**config.mk**
```make
export PLATFORM = sky130hd
export DESIGN_NAME = nrf_spi_sequencer
export DESIGN_NICKNAME = d
export VERILOG_FILES = /design/src/rtl/nrf_spi_sequencer.sv
export SDC_FILE = /design/constraint.sdc
export NUM_CORES = 1
export LEC_CHECK = 0
export ABC_AREA = 1
export BUFFER_PORTS_ARGS = -buffer_cell sky130_fd_sc_hd__buf_2
export CORE_ASPECT_RATIO = 1.75
export CORE_MARGIN = 2
export CORE_UTILIZATION = 55
export DETAILED_ROUTE_END_ITERATION = 10
export PLACE_DENSITY = 0.86
export SETUP_SLACK_MARGIN = 0.4
export SLEW_MARGIN = 10
export SYNTH_ARGS = -nofsm -noshare
export SYNTH_HDL_FRONTEND = slang
export SYNTH_SLANG_ARGS = --single-unit
```
**constraint.sdc**
```tcl
create_clock -name clk_clk -period 2.32 [get_ports clk_clk]
set_clock_uncertainty 0.15 [all_clocks]
set_input_delay 0.348 -clock clk_clk [delete_from_list [all_inputs] [get_ports clk_clk]]
set_output_delay 0.348 -clock clk_clk [all_outputs]
set_load 0.02 [all_outputs]
```
**src/rtl/nrf_spi_sequencer.sv**
```systemverilog
// SPI transaction engine for the nRF24L01+: CSN framing, mode-0 SCK, byte streaming,
// CE pulse generation and synchronised IRQ falling-edge capture.
module nrf_spi_sequencer #(
  parameter int unsigned CLK_DIV         = 4,
  parameter int unsigned CE_PULSE_CYCLES = 500
) (
  input  logic       clk_clk,
  input  logic       reset_reset_n,
  input  logic       cmd_valid,
  output logic       cmd_ready,
  input  logic [7:0] cmd_byte,
  input  logic [5:0] cmd_len,
  output logic       tx_rd,
  input  logic [7:0] tx_data,
  output logic       rx_valid,
  output logic [7:0] rx_data,
  output logic [7:0] status,
  output logic       done,
  input  logic       ce_hold,
  input  logic       ce_pulse,
  input  logic       irq_clr,
  output logic       irq_flag,
  output logic       nrf_ce,
  output logic       nrf_csn,
  output logic       nrf_sck,
  output logic       nrf_mosi,
  input  logic       nrf_miso,
  input  logic       nrf_irq
);

  localparam logic [2:0] S_IDLE     = 3'd0;
  localparam logic [2:0] S_CS_SETUP = 3'd1;
  localparam logic [2:0] S_SHIFT    = 3'd2;
  localparam logic [2:0] S_CS_HOLD  = 3'd3;
  localparam logic [2:0] S_GAP      = 3'd4;

  localparam int unsigned DIV_W   = $clog2(CLK_DIV);
  localparam int unsigned GAP_CYC = 2 * CLK_DIV + 2;
  localparam int unsigned GAP_W   = $clog2(GAP_CYC);
  localparam int unsigned CE_W    = $clog2(CE_PULSE_CYCLES + 1);

  logic [2:0]       state_q, state_d;
  logic [DIV_W-1:0] div_q, div_d;
  logic [GAP_W-1:0] gap_q, gap_d;
  logic [3:0]       half_q, half_d;
  logic [5:0]       byte_q, byte_d;
  logic [5:0]       len_q, len_d;
  logic [7:0]       sh_out_q, sh_out_d;
  logic [7:0]       sh_in_q, sh_in_d;
  logic             csn_q, csn_d;
  logic             sck_q, sck_d;
  logic             mosi_q, mosi_d;
  logic             tx_rd_q, tx_rd_d;
  logic             rx_valid_q, rx_valid_d;
  logic [7:0]       rx_data_q, rx_data_d;
  logic [7:0]       status_q, status_d;
  logic             done_q, done_d;
  logic             cmd_ready_q, cmd_ready_d;
  logic [CE_W-1:0]  ce_cnt_q, ce_cnt_d;
  logic             ce_q, ce_d;
  logic             irq_s1_q, irq_s2_q, irq_prev_q;
  logic             irq_flag_q, irq_flag_d;
  logic             tick;
  logic             irq_fall;

  assign tick     = (state_q != S_IDLE) && (div_q == DIV_W'(CLK_DIV - 1));
  // Synchroniser stages reset low, so a line already low at reset release never looks like a fall.
  assign irq_fall = irq_prev_q && !irq_s2_q;

  always_comb begin
    state_d     = state_q;
    gap_d       = gap_q;
    half_d      = half_q;
    byte_d      = byte_q;
    len_d       = len_q;
    sh_out_d    = sh_out_q;
    sh_in_d     = sh_in_q;
    csn_d       = csn_q;
    sck_d       = sck_q;
    mosi_d      = mosi_q;
    rx_data_d   = rx_data_q;
    status_d    = status_q;
    tx_rd_d     = 1'b0;
    rx_valid_d  = 1'b0;
    done_d      = 1'b0;
    div_d       = (state_q == S_IDLE || tick) ? '0 : div_q + DIV_W'(1);

    case (state_q)
      S_IDLE: begin
        if (cmd_valid && cmd_ready_q) begin
          state_d  = S_CS_SETUP;
          csn_d    = 1'b0;
          sh_out_d = cmd_byte;
          mosi_d   = cmd_byte[7];
          len_d    = (cmd_len > 6'd32) ? 6'd32 : cmd_len;
          byte_d   = '0;
          half_d   = '0;
          sh_in_d  = '0;
        end
      end
      S_CS_SETUP: begin
        if (tick) begin
          sck_d   = 1'b1;
          sh_in_d = {sh_in_q[6:0], nrf_miso};
          half_d  = 4'd1;
          state_d = S_SHIFT;
        end
      end
      S_SHIFT: begin
        if (tick) begin
          if (!sck_q) begin
            sck_d   = 1'b1;
            sh_in_d = {sh_in_q[6:0], nrf_miso};
            half_d  = half_q + 4'd1;
          end else begin
            sck_d = 1'b0;
            if (half_q == 4'd15) begin
              if (byte_q == '0) begin
                status_d = sh_in_q;
              end else begin
                rx_data_d  = sh_in_q;
                rx_valid_d = 1'b1;
              end
              half_d = '0;
              // Next payload byte is fetched on the last falling edge so SCK never pauses.
              if (byte_q != len_q) begin
                byte_d   = byte_q + 6'd1;
                sh_out_d = tx_data;
                mosi_d   = tx_data[7];
                tx_rd_d  = 1'b1;
              end else begin
                mosi_d  = 1'b0;
                state_d = S_CS_HOLD;
              end
            end else begin
              sh_out_d = {sh_out_q[6:0], 1'b0};
              mosi_d   = sh_out_q[6];
              half_d   = half_q + 4'd1;
            end
          end
        end
      end
      S_CS_HOLD: begin
        // First tick completes the last bit's low phase, second is the CSN hold time.
        if (tick) begin
          if (half_q == '0) begin
            half_d = 4'd1;
          end else begin
            csn_d   = 1'b1;
            done_d  = 1'b1;
            gap_d   = '0;
            state_d = S_GAP;
          end
        end
      end
      S_GAP: begin
        if (gap_q == GAP_W'(GAP_CYC - 1)) begin
          state_d = S_IDLE;
        end else begin
          gap_d = gap_q + GAP_W'(1);
        end
      end
      default: state_d = S_IDLE;
    endcase

    cmd_ready_d = (state_d == S_IDLE);

    if (ce_pulse) begin
      ce_cnt_d = CE_W'(CE_PULSE_CYCLES);
    end else if (ce_cnt_q != '0) begin
      ce_cnt_d = ce_cnt_q - CE_W'(1);
    end else begin
      ce_cnt_d = ce_cnt_q;
    end
    ce_d = ce_hold || (ce_cnt_d != '0);

    if (irq_fall) begin
      irq_flag_d = 1'b1;
    end else if (irq_clr) begin
      irq_flag_d = 1'b0;
    end else begin
      irq_flag_d = irq_flag_q;
    end
  end

  always_ff @(posedge clk_clk) begin
    if (!reset_reset_n) begin
      state_q     <= S_IDLE;
      div_q       <= '0;
      gap_q       <= '0;
      half_q      <= '0;
      byte_q      <= '0;
      len_q       <= '0;
      sh_out_q    <= '0;
      sh_in_q     <= '0;
      csn_q       <= 1'b1;
      sck_q       <= 1'b0;
      mosi_q      <= 1'b0;
      tx_rd_q     <= 1'b0;
      rx_valid_q  <= 1'b0;
      rx_data_q   <= '0;
      status_q    <= '0;
      done_q      <= 1'b0;
      cmd_ready_q <= 1'b0;
      ce_cnt_q    <= '0;
      ce_q        <= 1'b0;
      irq_s1_q    <= 1'b0;
      irq_s2_q    <= 1'b0;
      irq_prev_q  <= 1'b0;
      irq_flag_q  <= 1'b0;
    end else begin
      state_q     <= state_d;
      div_q       <= div_d;
      gap_q       <= gap_d;
      half_q      <= half_d;
      byte_q      <= byte_d;
      len_q       <= len_d;
      sh_out_q    <= sh_out_d;
      sh_in_q     <= sh_in_d;
      csn_q       <= csn_d;
      sck_q       <= sck_d;
      mosi_q      <= mosi_d;
      tx_rd_q     <= tx_rd_d;
      rx_valid_q  <= rx_valid_d;
      rx_data_q   <= rx_data_d;
      status_q    <= status_d;
      done_q      <= done_d;
      cmd_ready_q <= cmd_ready_d;
      ce_cnt_q    <= ce_cnt_d;
      ce_q        <= ce_d;
      irq_s1_q    <= nrf_irq;
      irq_s2_q    <= irq_s1_q;
      irq_prev_q  <= irq_s2_q;
      irq_flag_q  <= irq_flag_d;
    end
  end

  assign cmd_ready = cmd_ready_q;
  assign tx_rd     = tx_rd_q;
  assign rx_valid  = rx_valid_q;
  assign rx_data   = rx_data_q;
  assign status    = status_q;
  assign done      = done_q;
  assign irq_flag  = irq_flag_q;
  assign nrf_ce    = ce_q;
  assign nrf_csn   = csn_q;
  assign nrf_sck   = sck_q;
  assign nrf_mosi  = mosi_q;

endmodule
```
==> flow_summary.yaml, run 1 <==
synth:
  yosysSeqAreaShare_pct: 42.1
  yosysWarnings: 0
  syn_area_sq_mm: 0.00366
  synth_commonest_cells: "nand2_1, nor2_1, dfxtp_1"
  yosys.area.top_type: "dfxtp_1"
  synth.distinct_cells: 34
  ys_ff_latch: 77
  synth.top_cell.area_share_pct: 42.1
  synth_area_leaders: "dfxtp_1, nand2_1, nor2_1"
  synth-edff-count: 0
  postSynthAreaPerCell_sq_um: 7.20
  yosysMostFrequentCell: "nand2_1"
  postSynthCellCount: 508
  synthArstFlopShare_pct: 0
  synthFlopType: "dfxtp_1"
  syn_nets: 546
place:
  io_buffers: 54
  dp_hpwl_microns: 6250
  gp_congestion: 0.911
grt:
  grt_pass1_vias: 3382
  gr-usage-all-layers_pct: 24.8
  antenna_found_initial: 0
  grt_pass1_wl_microns: 14300
  grt_max_degree: 37
  overflow: 0
pwr:
  p_sw_mw: 0.897
  p_int_mw: 2.63
  vdd_ir_drop_max_mv: 0.678
  switching_share_pct: 25.5
  seqPwrFrac_pct: 40.4
  power_density_mw_per_mm2: 759
  clkPwrFrac_pct: 46.0
  combPwrFrac_pct: 13.7
  cellLeakagePower_nw: 2.18
critical_path:
  critPathKind: "flop to flop"
  worstSetupStartpointType: "flop"
  r2r-end: "status[4]$_SDFFE_PN0P_"
  path_max_fanout: 8
  reg2reg_slack_ns: 0.38
  cp_slowest_cell: "dfxtp_2"
  cp.required_ns: 2.40
  cp_cell_sequence: "ha_2, nand2_2, nor2_4, nand2_4, nor3_4, buf_6, nand3_4, nor2_1, nor2_1"
  r2r_start: "half_q[0]$_SDFFE_PN0P_"
  crit_arrival_ns: 2.02
  end_kind: "flop"
  crit_top_cell: "nor2_1"
  max_stage_delay_ns: 0.34
  reg2regPathDepth: 9
sta:
  finalSetupViolCount: 0
  finalCritPeriodShare_pct: 83.8
  fin_tns_setup_ns: 0
  finalHoldViolations: 0
  relSlewSlack_pct: 68.5
  slew_violations: 0
  fmax_mhz: 514
  tightest_slew_ns: 0.467
  rsz0062_at_grt: "false"
  period_needed_ns: 1.94
  timing.hold.ws_ns: 0.0541
cts:
  cts_buffer_depth: 2
  cts.reportedPaths.clkPinSlew_ns: 0.06
  clk_latency_ns: 0.34
  numClockSinks: 77
  tritoncts: "yes"
  cts_made_buffers: 9
  cts_hold_buf: 0
  cts_root_buffer: "clkbuf_16"
  htreeDepth: 3
route:
  drc: 0
  first_iter_violations: 274
  wire_per_inst_microns: 15.1
  dr.pass1.iters: 6
  drtAntennaViolNets: 0
  drt_wl_total_microns: 10100
  via_count: 3750
  viasPerCell: 5.57
run:
  drv_cap: 0
floorplan:
  die_h_microns: 112
  die_area_sq_mm: 0.00735
  die_x_microns: 65.7
  coreArea_sq_mm: 0.00649
  io_pins: 55
  initial_core_util_pct: 56.4
  rows: 39
finish:
  nets: 624
  num_antenna_cells: 0
  area.growth.synth_to_final_pct: 27.0
  post_route_cells_drive_above_1_share_pct: 25.0
hold_path:
  worstHoldStart: "nrf_irq"
  hold_end: "irq_s1_q$_SDFF_PN0_"
  hold_depth: 3
  hp-class: "primary input to flop"
status:
  status: "finished, final reports clean"
[worst max-delay path by stage]
stage                                 from                 endpoint  slack (ns)  cells past startpoint
detailed placement  half_q[0]$_SDFFE_PN0P_  rx_data[3]$_SDFFE_PN0P_        0.29                      8
global route         state_q[2]$_SDFF_PN0_   byte_q[5]$_SDFFE_PN0P_        0.30                      9
CTS                    div_q[0]$_SDFF_PP0_  sh_in_q[2]$_SDFFE_PN0P_        0.40                      9
global placement    half_q[0]$_SDFFE_PN0P_  rx_data[0]$_SDFFE_PN0P_        0.39                      8
finish              half_q[0]$_SDFFE_PN0P_   status[4]$_SDFFE_PN0P_        0.38                      9
floorplan           half_q[0]$_SDFFE_PN0P_  rx_data[5]$_SDFFE_PN0P_        0.56                      9
[registers in the layout, summed over array words and instances (netlist names), 2 cells and up]
register  cells
byte_q        6
ce_cnt_q      9
div_q         2
gap_q         4
half_q        4
len_q         6
rx_data       8
sh_in_q       8
sh_out_q      7
state_q       3
status        8
[routing by layer]
metal  GRT usage [%]  vias up  share of wire, %
li1                -     1797                 -
met1            25.7     1753                37
met2            44.7      146                53
met3            6.06       54               5.3
met4            12.4        0               4.9
met5               0        -                 0
[per-stage QoR]
stage | utilization, % | power, mW | area (sq um) | instances | worst slack [ns]
final | 71.6 | 3.53 | 4650 | 673 | 0.376
after global routing | 71.6 | 3.65 | 4650 | 673 | 0.298
after CTS | 67.7 | 3.46 | 4390 | 650 | 0.402
after detailed placement | 61.6 | 1.84 | 4000 | 634 | 0.291
after global placement | 61.6 | 1.83 | 4000 | 634 | 0.387
after floorplan | - | 1.73 | 3660 | 508 | 0.561
[cell type report]
class / count / area (sq um)
Clock buffer: 10 / 239
Clock inverter: 6 / 110
Fill cell: 483 / 1840
Inverter: 65 / 244
Multi-Input combinational cell: 355 / 1940
Sequential cell: 77 / 1540
Tap cell: 82 / 103
Timing Repair Buffer: 78 / 467
[critical path, delay by kind of cell (launching register included)]
kind / cells / cell delay, ns
buffers and inverters: 1 / 0.15
DFF: 1 / 0.34
adders and majority gates: 1 / 0.21
and+or+nand+nor: 7 / 0.98
[cells in the final DEF, fill, tap and decap left out, drive strengths merged]
| cell type | count |
|---|---|
| a31oi | 1 |
| clkbuf | 10 |
| a211oi | 13 |
| nand4 | 12 |
| clkinv | 1 |
| a21oi | 40 |
| clkinvlp | 2 |
| nand2 | 107 |
| bufinv | 3 |
| or2 | 1 |
| o21a | 2 |
| xor2 | 9 |
| nand3 | 40 |
| inv | 65 |
| buf | 78 |
| a22oi | 1 |
| nor2 | 90 |
| o21ai | 23 |
| nand3b | 1 |
| nor4 | 1 |
| ha | 8 |
| dfxtp | 77 |
| o2bb2ai | 2 |
| xnor2 | 1 |
| o41ai | 1 |
| nor3 | 2 |
[kinds of logic (layout without fill, tap and decap cells)]
group	after synthesis	after routing	share of synthesized area, %
AO/OA/AOI/OAI	82	83	14.2
XOR/XNOR	10	10	2.39
adder cells (fa/ha/maj)	8	8	2.74
buffers and inverters	78	159	8.48
flip-flops	77	77	42.1
AND/OR/NAND/NOR	253	254	30.1
[repair_timing]
item / CTS / global route
endpoints found under the hold margin: 0 / 0
resized for setup: 8 / 28
setup buffers: 0 / 21
pin swaps: 1 / 11
setup endpoints to repair: 23 / 40
gates cloned: 0 / 2
[power groups by stage]
stage          Clock, mW  Sequential, mW  Combinational [mW]
2_1_floorplan          0            1.45               0.284
3_3_place_gp           0            1.45               0.380
3_5_place_dp           0            1.45               0.394
4_1_cts             1.63            1.42               0.409
5_1_grt             1.69            1.43               0.525
6_report            1.62            1.42               0.482
Power figures use the tool's default switching activity.
==> inputs of run 2 (changes only) <==
--- a/config.mk
+++ b/config.mk
@@ -9,9 +9,9 @@
 export BUFFER_PORTS_ARGS = -buffer_cell sky130_fd_sc_hd__buf_2
 export CORE_ASPECT_RATIO = 1.75
 export CORE_MARGIN = 2
-export CORE_UTILIZATION = 55
+export CORE_UTILIZATION = 51
 export DETAILED_ROUTE_END_ITERATION = 10
-export PLACE_DENSITY = 0.86
+export PLACE_DENSITY = 0.84
 export SETUP_SLACK_MARGIN = 0.4
 export SLEW_MARGIN = 10
 export SYNTH_ARGS = -nofsm -noshare
==> constraint.sdc (replaced) <==
create_clock -name clk_clk -period 1.7 [get_ports clk_clk]
set_clock_uncertainty 0.15 [all_clocks]
set_input_delay 0.255 -clock clk_clk [delete_from_list [all_inputs] [get_ports clk_clk]]
set_output_delay 0.255 -clock clk_clk [all_outputs]
set_load 0.02 [all_outputs]
==> run 2 against run 1 <==
Flip-flop and latch count did not move. Non-clock buffer count is 72 higher. Highest routed layer unchanged. Total power increased by 45%. The flow now finishes with violations (DRC, setup timing). Maximum frequency is 2.8% lower.
==> flow_summary.yaml, run 2 (synthesis gave the netlist of run 1 again) <==
place:
  gp_congestion: 0.869
  io_buffers: 54
  dp_cells: 660
  dp_hpwl_microns: 6730
critical_path:
  critPathKind: "flop to flop"
  critPathBufInv: 2
  cpLargestDelayFamily: "simple AND/OR/NAND/NOR gates"
  crit_top_cell: "nand2_1"
  cp_slowest_cell: "dfxtp_1"
  cp.required_ns: 1.79
  crit_arrival_ns: 2.09
  path_max_fanout: 8
  max_stage_delay_ns: 0.36
  worstSetupStartpointType: "flop"
  cp_cell_sequence: "nor2_1, nand2_2, inv_2, nand3_4, a21oi_4, nand2_1, nor2_2, nand3_2, nand2_1, inv_1"
  end_kind: "flop"
sta:
  fin_ws_ns: -0.301
  rsz0062_at_grt: "true"
  tightest_slew_ns: 0.483
  fin_tns_setup_ns: -6.27
  finalHoldViolations: 0
  slew_violations: 0
  finalSetupViolCount: 55
  period_needed_ns: 2.00
  fmax_mhz: 500
  relSlewSlack_pct: 67.8
  finalCritPeriodShare_pct: 118
route:
  drtAntennaViolNets: 0
  drt_wl_total_microns: 18500
  via_count: 4791
  dr.pass1.iters: 8
  viasPerCell: 6.41
  wire_per_inst_microns: 24.8
  first_iter_violations: 755
  drc: 2
hold_path:
  hp-class: "primary input to flop"
status:
  failed_checks: "DRC, setup timing"
  status: "finished with violations"
finish:
  regMostFlops: "ce_cnt_q"
  largest_reg_flops: 9
  area.growth.synth_to_final_pct: 72.2
  instances_no_fill: 747
  num_antenna_cells: 0
  post_route_cells_drive_above_1_share_pct: 56.4
  final_common_cell: "dfxtp_1"
  mostFrequentLayoutCells: "dfxtp_1, nand2_1, buf_4"
  nets: 697
cts:
  numClockSinks: 77
  cts_buffer_depth: 2
  cts_root_buffer: "clkbuf_16"
  htreeDepth: 3
  tritoncts: "yes"
  cts_made_buffers: 9
  cts.reportedPaths.clkPinSlew_ns: 0.06
  clk_latency_ns: 0.35
floorplan:
  initial_core_util_pct: 53.0
  rows: 40
  io_pins: 55
  die_x_microns: 68.0
  die_h_microns: 116
  coreArea_sq_mm: 0.00691
  die_area_sq_mm: 0.00789
grt:
  grt_max_degree: 37
  overflow: 0
  gr-usage-all-layers_pct: 36.7
  antenna_found_initial: 0
  grt_pass1_wl_microns: 21000
  grt_pass1_vias: 4322
pwr:
  power_density_mw_per_mm2: 814
  switching_share_pct: 33.1
  clkPwrFrac_pct: 35.5
  seqPwrFrac_pct: 38.4
  cellLeakagePower_nw: 2.79
  vdd_ir_drop_max_mv: 1.10
  p_int_mw: 3.43
  p_sw_mw: 1.70
  combPwrFrac_pct: 26.2
run:
  drv_cap: 0
[run 2: worst register-to-register path, cell delays in order (launching register included)]
cell     delay [ns]
dfxtp_1        0.36
nor2_1         0.26
nand2_2        0.15
inv_2          0.10
nand3_4        0.18
a21oi_4        0.21
nand2_1        0.09
nor2_2         0.17
nand3_2        0.09
nand2_1        0.08
inv_1          0.05
[run 2: what timing repair did]
action,CTS,global route
cloned,3,1
setup endpoints to repair,71,71
pin swaps,59,59
resized for setup,143,136
hold endpoints to repair,1,0
buffers inserted,47,20
hold buffers,1,0
[run 2: final timing paths]
check | slack [ns] | cells past startpoint | endpoint | startpoint
worst max-delay path | -0.30 | 10 | nrf_ce$_SDFF_PN0_ | ce_cnt_q[6]$_SDFF_PN0_
worst min register to register | 0.28 | 2 | irq_s2_q$_SDFF_PN0_ | irq_s1_q$_SDFF_PN0_
worst min-delay path | 0.005 | 4 | irq_flag$_SDFFE_PN0P_ | irq_clr
worst max register to register | -0.30 | 10 | nrf_ce$_SDFF_PN0_ | ce_cnt_q[6]$_SDFF_PN0_
[run 2: power by group through the flow]
stage | registers [mW] | clock network (mW) | logic [mW]
3_3_place_gp | 1.98 | 0 | 0.629
5_1_grt | 1.97 | 1.88 | 1.39
4_1_cts | 1.94 | 1.75 | 0.904
6_report | 1.97 | 1.82 | 1.34
2_1_floorplan | 1.98 | 0 | 0.443
3_5_place_dp | 1.98 | 0 | 0.648
[run 2: through the flow]
stage	hold WS [ns]	area, sq um	setup WS (ns)	power, mW	utilization (%)
floorplan	0.203	3890	-0.00482	2.43	-
global placement	0.254	4410	-0.0669	2.61	63.8
detailed placement	0.261	4410	-0.0675	2.63	63.8
CTS	0.00663	5590	-0.0314	4.59	80.9
global route	0.0102	6300	-0.347	5.24	91.2
finish	0.00469	6300	-0.301	5.13	91.2
[run 2: metal layers]
layer	vias up	GRT usage (%)	share of wire, %
met5	-	0	0
met4	0	33.3	10
met3	160	8.74	9.1
met2	432	63.3	49
met1	2251	33.9	32
li1	1948	-	-
[run 2: cell type report]
class,count,area (sq um)
repair buffers,150,1220
well taps,84,105
clock buffers,10,239
multi-input cells,356,2840
flip-flops and latches,77,1570
inverters,65,304
clock inverters,5,27.5
fillers,253,607
